## src/rtl/aes_round_ctrl_if.sv

```systemverilog
// Handshake and control bundle between the AES round sequencer and its
// environment: request/response handshakes, key-expansion requests and
// datapath strobes.
// The master modport is the environment side. The slave modport is the
// controller side.
interface aes_round_ctrl_if;

    // Block request from the producer
    logic       in_valid;
    logic       in_ready;
    logic [2:0] key_len;

    // Round-key exchange with the key-expansion unit
    logic       rk_req;
    logic [3:0] rk_idx;
    logic       rk_ack;

    // Datapath strobes
    logic       dp_load;
    logic       dp_round_en;
    logic       dp_final;

    // Result handshake and status
    logic       out_valid;
    logic       out_ready;
    logic       busy;
    logic       err;

    modport master (
        output in_valid,
        output key_len,
        output rk_ack,
        output out_ready,
        input  in_ready,
        input  rk_req,
        input  rk_idx,
        input  dp_load,
        input  dp_round_en,
        input  dp_final,
        input  out_valid,
        input  busy,
        input  err
    );

    modport slave (
        input  in_valid,
        input  key_len,
        input  rk_ack,
        input  out_ready,
        output in_ready,
        output rk_req,
        output rk_idx,
        output dp_load,
        output dp_round_en,
        output dp_final,
        output out_valid,
        output busy,
        output err
    );

endinterface

```

## src/rtl/aes_round_ctrl.sv

```systemverilog
// Round sequencer for an iterative AES encryption datapath.
// A block request is accepted in IDLE, and the round count Nr is taken from key_len.
// KEY_WAIT asks for round keys 0..Nr one at a time. Each acknowledged key
// strobes the datapath: the load for key 0 and a round enable for keys 1..Nr.
// The final round also raises dp_final, which bypasses MixColumns.
// DONE presents out_valid until the consumer takes the result.
//
// Optional feature: define AES_RC_TIMEOUT_EN to abort a block when the
// key-expansion unit leaves a request unacknowledged for TIMEOUT_CYCLES cycles.
module aes_round_ctrl #(
    parameter int unsigned TIMEOUT_CYCLES = 64
) (
    input logic              clk,
    input logic              reset,
    aes_round_ctrl_if.slave  bus
);

    typedef enum logic [1:0] {
        StIdle,
        StKeyWait,
        StDone
    } state_e;

    // Nr from key_len, with the larger key taking priority. Zero never reaches here.
    function automatic logic [3:0] nr_from_key_len(logic [2:0] kl);
        if (kl[2]) begin
            return 4'd14;
        end else if (kl[1]) begin
            return 4'd12;
        end else begin
            return 4'd10;
        end
    endfunction

    // Reject out-of-range timeout settings at elaboration
    if (TIMEOUT_CYCLES < 2 || TIMEOUT_CYCLES > 255) begin : g_bad_timeout
        $error("TIMEOUT_CYCLES must be within 2..255");
    end

    state_e     state_q, state_d;
    logic [3:0] round_q, round_d;
    logic [3:0] nr_q, nr_d;
    logic       err_q, err_d;
    logic       key_fire;

`ifdef AES_RC_TIMEOUT_EN
    localparam logic [7:0] TimeoutLast = 8'(TIMEOUT_CYCLES - 1);

    logic [7:0] cnt_q, cnt_d;
`endif

    assign key_fire = (state_q == StKeyWait) && bus.rk_ack;

    // State, round, key length and error pulse registers
    always_ff @(posedge clk) begin
        if (reset) begin
            state_q <= StIdle;
            round_q <= 4'd0;
            nr_q    <= 4'd0;
            err_q   <= 1'b0;
        end else begin
            state_q <= state_d;
            round_q <= round_d;
            nr_q    <= nr_d;
            err_q   <= err_d;
        end
    end

`ifdef AES_RC_TIMEOUT_EN
    // Key-wait timeout counter
    always_ff @(posedge clk) begin
        if (reset) begin
            cnt_q <= 8'd0;
        end else begin
            cnt_q <= cnt_d;
        end
    end
`endif

    // Next-state logic: acceptance, round stepping and result handshake
    always_comb begin
        state_d = state_q;
        round_d = round_q;
        nr_d    = nr_q;
        err_d   = 1'b0;
`ifdef AES_RC_TIMEOUT_EN
        cnt_d   = cnt_q;
`endif

        unique case (state_q)
            StIdle: begin
                if (bus.in_valid) begin
                    if (bus.key_len != 3'b000) begin
                        nr_d    = nr_from_key_len(bus.key_len);
                        round_d = 4'd0;
                        state_d = StKeyWait;
`ifdef AES_RC_TIMEOUT_EN
                        cnt_d   = 8'd0;
`endif
                    end else begin
                        // An invalid request is still consumed and only flagged.
                        err_d = 1'b1;
                    end
                end
            end

            StKeyWait: begin
                if (bus.rk_ack) begin
`ifdef AES_RC_TIMEOUT_EN
                    cnt_d = 8'd0;
`endif
                    if (round_q == nr_q) begin
                        state_d = StDone;
                    end else begin
                        round_d = round_q + 4'd1;
                    end
                end else begin
`ifdef AES_RC_TIMEOUT_EN
                    if (cnt_q == TimeoutLast) begin
                        // Abandon the block. No result is produced for it.
                        state_d = StIdle;
                        round_d = 4'd0;
                        err_d   = 1'b1;
                    end else begin
                        cnt_d = cnt_q + 8'd1;
                    end
`endif
                end
            end

            StDone: begin
                if (bus.out_ready) begin
                    state_d = StIdle;
                    round_d = 4'd0;
                end
            end

            default: begin
                state_d = StIdle;
                round_d = 4'd0;
            end
        endcase
    end

    // Handshake outputs and datapath strobes
    always_comb begin
        bus.in_ready    = (state_q == StIdle);
        bus.busy        = (state_q != StIdle);
        bus.out_valid   = (state_q == StDone);
        bus.rk_req      = (state_q == StKeyWait);
        bus.rk_idx      = (state_q == StKeyWait) ? round_q : 4'd0;
        bus.dp_load     = key_fire && (round_q == 4'd0);
        bus.dp_round_en = key_fire && (round_q != 4'd0);
        bus.dp_final    = key_fire && (round_q != 4'd0) && (round_q == nr_q);
        bus.err         = err_q;
    end

endmodule

```

## src/flat_wrapper.sv

```systemverilog
// flat-port wrapper written by rule: the top's interface ports become plain ports
module aes_round_ctrl_flat 
#(
    parameter int unsigned TIMEOUT_CYCLES = 64
)
  (clk, reset, bus_in_valid, bus_key_len, bus_rk_ack, bus_out_ready, bus_in_ready, bus_rk_req, bus_rk_idx, bus_dp_load, bus_dp_round_en, bus_dp_final, bus_out_valid, bus_busy, bus_err);
  aes_round_ctrl_if bus_i ();
  input logic clk;
  input logic reset;
  input wire logic [$bits(bus_i.in_valid)-1:0] bus_in_valid;
  input wire logic [$bits(bus_i.key_len)-1:0] bus_key_len;
  input wire logic [$bits(bus_i.rk_ack)-1:0] bus_rk_ack;
  input wire logic [$bits(bus_i.out_ready)-1:0] bus_out_ready;
  output wire logic [$bits(bus_i.in_ready)-1:0] bus_in_ready;
  output wire logic [$bits(bus_i.rk_req)-1:0] bus_rk_req;
  output wire logic [$bits(bus_i.rk_idx)-1:0] bus_rk_idx;
  output wire logic [$bits(bus_i.dp_load)-1:0] bus_dp_load;
  output wire logic [$bits(bus_i.dp_round_en)-1:0] bus_dp_round_en;
  output wire logic [$bits(bus_i.dp_final)-1:0] bus_dp_final;
  output wire logic [$bits(bus_i.out_valid)-1:0] bus_out_valid;
  output wire logic [$bits(bus_i.busy)-1:0] bus_busy;
  output wire logic [$bits(bus_i.err)-1:0] bus_err;
  assign bus_i.in_valid = bus_in_valid;
  assign bus_i.key_len = bus_key_len;
  assign bus_i.rk_ack = bus_rk_ack;
  assign bus_i.out_ready = bus_out_ready;
  assign bus_in_ready = bus_i.in_ready;
  assign bus_rk_req = bus_i.rk_req;
  assign bus_rk_idx = bus_i.rk_idx;
  assign bus_dp_load = bus_i.dp_load;
  assign bus_dp_round_en = bus_i.dp_round_en;
  assign bus_dp_final = bus_i.dp_final;
  assign bus_out_valid = bus_i.out_valid;
  assign bus_busy = bus_i.busy;
  assign bus_err = bus_i.err;
  aes_round_ctrl #(.TIMEOUT_CYCLES(TIMEOUT_CYCLES)) u_core (.clk(clk), .reset(reset), .bus(bus_i));
endmodule
```

## config.mk

```make
export PLATFORM = sky130hd
export DESIGN_NAME = aes_round_ctrl_flat
export DESIGN_NICKNAME = d
export VERILOG_FILES = /design/src/rtl/aes_round_ctrl_if.sv /design/src/rtl/aes_round_ctrl.sv /design/src/flat_wrapper.sv
export SDC_FILE = /design/constraint.sdc
export NUM_CORES = 1
export LEC_CHECK = 0
export BUFFER_PORTS_ARGS = -buffer_cell sky130_fd_sc_hd__buf_2
export CAP_MARGIN = 20
export CORE_AREA = 2 2 39 41
export CTS_BUF_LIST = sky130_fd_sc_hd__clkbuf_4
export DETAILED_ROUTE_END_ITERATION = 8
export DIE_AREA = 0 0 41 43
export PLACE_DENSITY = 0.71
export SYNTH_ARGS = -nofsm -noshare
export SYNTH_HDL_FRONTEND = slang
export SYNTH_SLANG_ARGS = --single-unit
export TNS_END_PERCENT = 10
```

## constraint.sdc

```tcl
create_clock -name clk -period 2.2 [get_ports clk]
set_clock_uncertainty 0.15 [all_clocks]
set_input_delay 0.22 -clock clk [delete_from_list [all_inputs] [get_ports clk]]
set_output_delay 0.22 -clock clk [all_outputs]
set_load 0.02 [all_outputs]
```

Word level (Yosys, flattened, before mapping)

Cells that the tools add are included.

Flip-flop bits (word level): 11
Bits of input ports: 8
Output and inout bits: 12
Logic and storage cells: 45

Add/subtract/negate cells: 1
Eq/ne operators: 9
Multiplexer cells: 16
Bitwise gates (word level): 2
Reduce and logical (&&, ||, !) cells: 13

Operators by type and width:

| operator                                              | number |
|---|---|
| two-way mux 4 bit                                     | 7 |
| case mux 4 bit (3 select lines)                       | 1 |
| two-way mux 2 bit                                     | 5 |
| AND reduction 5 bit                                   | 2 |
| inequality test 2 bit, second input constant          | 4 |
| case mux 2 bit (3 select lines)                       | 1 |
| adder 4 x 1 -> 4 bit, second input constant           | 1 |
| == test 4 bit                                         | 1 |
| logical AND 1 bit                                     | 4 |
| zero test 4 bit                                       | 1 |
| inequality test 2 x 1 -> 1 bit, second input constant | 2 |
| nonzero test 4 bit                                    | 1 |
| two-way mux 3 bit                                     | 1 |
| AND reduction 3 bit                                   | 1 |
| nonzero test 3 bit                                    | 1 |
| OR reduction 3 bit                                    | 1 |
| == test 2 x 1 -> 1 bit, second input constant         | 1 |
| == test 2 bit, second input constant                  | 1 |
| zero test 2 bit                                       | 1 |
| NOT 1 bit                                             | 2 |
| nonzero test 2 bit                                    | 1 |
| two-way mux 1 bit                                     | 1 |

Longest topological paths before layout

Depth in word-level cells: 4
Depth in mapped cells: 5

Worst setup path after synthesis

OpenSTA, ideal clock, no wires.

Path kind: flip-flop to output port
Start point: register u_core.round_q[0]
End point: output port bus_dp_final
Arrival: 1.340 ns
Slack: 0.490 ns
Stages on the path, launching flop included: 5
Path through: dfxtp_1 inv_1 ha_1 a21oi_1 and2_1

Cells in the longest elaborated chain, start to end: 3

Ends and longest elaborated chain:

| element                   | RTL line              | text |
|---|---|---|
| from (decl)               | aes_round_ctrl.sv:41  | `logic [3:0] round_q, round_d;` |
| from (signal assigned)    | aes_round_ctrl.sv:63  | `round_q <= round_d;` |
| nonzero test 4 bit        | --                    |  |
| logical AND 1 bit         | --                    |  |
| named net bus_dp_round_en | flat_wrapper.sv:18    | `output wire logic [$bits(bus_i.dp_round_en)-1:0] bus_dp_round_en;` |
| logical AND 1 bit         | aes_round_ctrl.sv:154 | `bus.dp_final = key_fire && (round_q != 4'd0) && (round_q == nr_q);` |
| to (decl)                 | flat_wrapper.sv:19    | `output wire logic [$bits(bus_i.dp_final)-1:0] bus_dp_final;` |

The timed path passes the listed nets, and every way through them passes these cells.

Worst setup path in the final report

Start point: register u_core.state_q[0]
End point: output port bus_dp_load

Cells in the longest elaborated chain, start to end: 3

Ends and longest elaborated chain:

| element                | RTL line              | text |
|---|---|---|
| from (decl)            | aes_round_ctrl.sv:40  | `state_e state_q, state_d;` |
| from (signal assigned) | aes_round_ctrl.sv:57  | `state_q <= StIdle;` |
| from (signal assigned) | aes_round_ctrl.sv:62  | `state_q <= state_d;` |
| == test 2 x 1 -> 1 bit | aes_round_ctrl.sv:52  | `assign key_fire = (state_q == StKeyWait) && bus.rk_ack;` |
| logical AND 1 bit      | aes_round_ctrl.sv:52  |  |
| logical AND 1 bit      | aes_round_ctrl.sv:152 | `bus.dp_load = key_fire && (round_q == 4'd0);` |
| to (decl)              | flat_wrapper.sv:17    | `output wire logic [$bits(bus_i.dp_load)-1:0] bus_dp_load;` |

No other way between the ends.

==> reports/results.txt <==
The layout has 132 filler cells. The number of nets in the synthesized netlist is 83. The most critical setup path has its endpoint at bus_dp_load. The run gives 51.4% as the post-route core utilization. The run gives 0 as the residual antenna-violating net count after detailed routing. For the setup slack of the worst register-to-register path, the log shows 0.49 ns. The tools report the buffer type at the clock tree root as sky130_fd_sc_hd__clkbuf_4. The first global-routing pass estimated 2.09 mm of wire. For this design the ratio of total power to cell area is 594 nW/um^2. The switching share of power came out at 30.9%.

The number of hold buffers added after cts came out at 0. The tools report the antenna diode instance count as 0. The cell family with the largest share of critical-path delay was simple AND/OR/NAND/NOR gates. The largest family of logic cells by synthesized area was simple AND/OR/NAND/NOR gates. Number of max-cap violations: 0. After clock tree synthesis, the clock-pin slew on the worst setup and hold paths is 0.06 ns. Setup repair after global routing left no endpoint under its margin. Beginning of the critical path: u_core.state_q[0]$_SDFFE_PP0P_. The total overflow left after global routing is 0.

The startpoint kind of the worst setup timing path was a register. Measured along the x axis, the die boundary spans 41 um. Among all stages on the critical path, the largest delay is contributed by sky130_fd_sc_hd__dfxtp_1. The run finished with clean final reports. The synthesized-area fraction occupied by ao, oa, aoi and oai cells came out at 18.1%. Number of global-route vias before repair: 499.

The run gives 0 as the count of endpoints failing hold in the final timing report. In the routed design, unresolved DRC markers number 0. The setup-violating endpoint count in the final report was 0.

The critical path capture point type is an output pin. The netlist uses 26 different library cells. The run gives 567 as the overall via count from detail_route. The post-synthesis sequential element count works out to 10. The congestion estimate from routability-driven global placement came to 0.719. Worst hold margin: 0.0149 ns. Entering global routing, the biggest net connects 13 pins. Clock tree synthesis inserted a total of 3 buffers. The clock network burns 29.7% of the power. For the storage element area, the log shows 200 um^2. The detailed router finished its first iteration with 4 violations. Dividing the synthesized area by the synthesized cell count gives 7.95 um^2.

The initial antenna violation count is 0. Once the floorplan was initialized, standard cells occupied 42.0% of the core. At the later pin of the worst-skew pair, clock insertion delay measures 0.27 ns.

For this run, the number of Yosys warnings is 0. Port buffering added 19 buffers. Overall die height: 43 um. The library cells used most frequently in the layout, excluding fill and tap cells, are sky130_fd_sc_hd__buf_2 (19), sky130_fd_sc_hd__dfxtp_1 (10), sky130_fd_sc_hd__a21oi_1 (8). The library cell used most frequently in the layout, excluding fill and tap cells, is sky130_fd_sc_hd__buf_2. Using the TritonRoute via totals, the vias-per-cell ratio works out to 5.20. Across every metal layer, demand over resource in global routing totals 17.6%. Synthesis handed over a netlist of 73 instances.

For the combined area of the multi-input logic cells, the log shows 350 um^2. The pin slew with the least headroom to its limit was 0.471 ns; the number of H-tree levels was 1. The layout-stage area growth over the synthesis result was 22.4%.

In this run the static leakage power is 0.351 nW. Post-CTS timing repair inserted 0 buffers for setup. Adding up every negative setup slack in the final design gives 0 ns. The count of buffer and inverter cells on the critical path came out at 1.

The tools report the post-synth design cell area as 581 um^2. In this run the critical register-to-register path is launched from u_core.round_q[1]$_SDFFE_PP0P_. The logs give 34.5% for the portion of the post-synthesis area used by sequential elements and 1760 um^2 for the area of the die.

The post-layout net count came out at 105. For this run, the slowest stage of the critical path takes 0.44 ns. The clock drives 10 sinks.

The tools report the sequential power share as 47.8%. The setup path with the least slack is of type register to output pin. The run gives 0.000422 W as the total power.

TritonCTS built the clock tree. Counting along the longest clock path gives a buffer depth of 2. The simple logic cell fraction of the synthesized area came out at 32.1%. The maximum clock rate was 0.495 GHz; the parity-gate share of the synthesized area counting xor and xnor cells was 5.82%.

The fraction of layout cells with a size suffix above 1 works out to 26.9%. The maximum fanout along the worst path was 8; the required time of the critical path was 1.83 ns. The combinational fraction of design power is 22.5%, and the area of the core is 1380 um^2. For the switching power summed over all nets, the log shows 0.000130 W. Headroom to the max-slew limit came out at 68.5%.

Post-CTS repair changed the size of 0 cells. The worst register-to-register path ends at u_core.round_q[2]$_SDFFE_PP0P_. The fraction of the mapped netlist area in adder cells came out at 4.31%. The internal power of the cells totals 0.000292 W. Traced cell by cell, the critical path runs through nor2b_1 > and2_1 > and3_1 > buf_2.

The tools report the I/O pin total as 20. Overall routed net length: 1.26 mm. The mean routed wirelength per cell is 11.6 um. After legalization and detailed placement, the total HPWL measured 993 um. The max-slew violation count was 0.

The tightest min-delay check is of the input pin to register type. The maximum VDD drop came out at 0.000307 V. In the finished design, the share of the clock period the worst path needs comes to 91.8%. The signal arrival time at the worst endpoint is 1.65 ns.

The shortest period the worst path allows is 2.02 ns, and the number of optimization iterations in the first detailed-route pass is 4. After synthesis, the share of cell area in mux cells is 0%. Cell depth of the worst setup path: 4. Measured in cells, the most critical reg-to-reg path has a length of 4. The floorplan has 14 rows.
synthesized netlist by cell type (all sizes together):
| master | count | share of area (%) |
|---|---|---|
| a211o | 1 | 1.5 |
| a21oi | 8 | 6.9 |
| a22oi | 2 | 2.6 |
| a2bb2oi | 1 | 1.5 |
| a311oi | 1 | 1.5 |
| a32oi | 1 | 1.5 |
| and2 | 6 | 6.5 |
| and3 | 1 | 1.1 |
| clkbuf | 2 | 1.3 |
| dfxtp | 10 | 34 |
| ha | 2 | 4.3 |
| inv | 6 | 3.9 |
| nand2 | 5 | 3.2 |
| nand3 | 3 | 2.6 |
| nand3b | 2 | 2.6 |
| nor2 | 7 | 4.5 |
| nor2b | 2 | 2.2 |
| nor3 | 1 | 0.86 |
| nor3b | 2 | 3.4 |
| nor4 | 1 | 1.1 |
| o21ai | 3 | 2.6 |
| or3 | 2 | 2.2 |
| or4 | 1 | 1.9 |
| xor2 | 3 | 5.8 |
through the flow:
step | setup slack, ns | cells | area (um^2)
6_report | 0.181 | 109 | 711
4_1_cts | 0.178 | 109 | 711
2_1_floorplan | 0.490 | 73 | 581
5_1_grt | 0.0269 | 109 | 711
3_3_place_gp | 0.489 | 106 | 688
3_5_place_dp | 0.464 | 106 | 688
worst min path at each step:
stage	depth (start not counted)	endpoint	start
final	2	u_core.nr_q[1]$_SDFFE_PP0P_	bus_key_len[1]
after global routing	2	u_core.nr_q[1]$_SDFFE_PP0P_	bus_key_len[1]
after CTS	2	u_core.nr_q[1]$_SDFFE_PP0P_	bus_key_len[1]
after detailed placement	2	u_core.nr_q[1]$_SDFFE_PP0P_	bus_key_len[1]
after global placement	2	u_core.nr_q[1]$_SDFFE_PP0P_	bus_key_len[1]
after floorplan	1	u_core.nr_q[1]$_SDFFE_PP0P_	bus_key_len[1]
logic make-up (layout without fill, tap and decap cells):
| group | Yosys count | count (layout) |
|---|---|---|
| fa+ha+maj | 2 | 2 |
| flops | 10 | 10 |
| xor+xnor | 3 | 3 |
| simple gates | 33 | 33 |
| buf+inv | 8 | 28 |
| compound gates | 17 | 17 |
per-layer routing:
layer	share of wire (%)	GRT usage [%]	up-vias
li1	-	-	297
met3	4.8	4.71	4
met5	0	0	-
met2	45	25.9	17
met1	48	22.9	249
met4	2.3	8.00	0
power groups by stage:
stage	Sequential (W)	Combinational, W	Clock, W
floorplan	0.000204	0.0000678	0
global placement	0.000206	0.0000930	0
detailed placement	0.000206	0.0000955	0
CTS	0.000202	0.0000957	0.000129
global route	0.000204	0.000106	0.000136
finish	0.000202	0.0000949	0.000125
final cells by class:
type | instances | share of cell area [%]
Timing Repair Buffer | 19 | 13.4
Multi-Input combinational cell | 55 | 49.3
Inverter | 6 | 3.17
Tap cell | 16 | 2.82
Clock buffer | 3 | 3.17
Sequential cell | 10 | 28.2
registers in the layout (all words and copies together), names as in the netlist:
| signal | cells |
|---|---|
| u_core.state_q | 2 |
| u_core.round_q | 4 |
| u_core.bus.err | 1 |
| u_core.nr_q | 3 |
(Power assumes the default switching activity.)
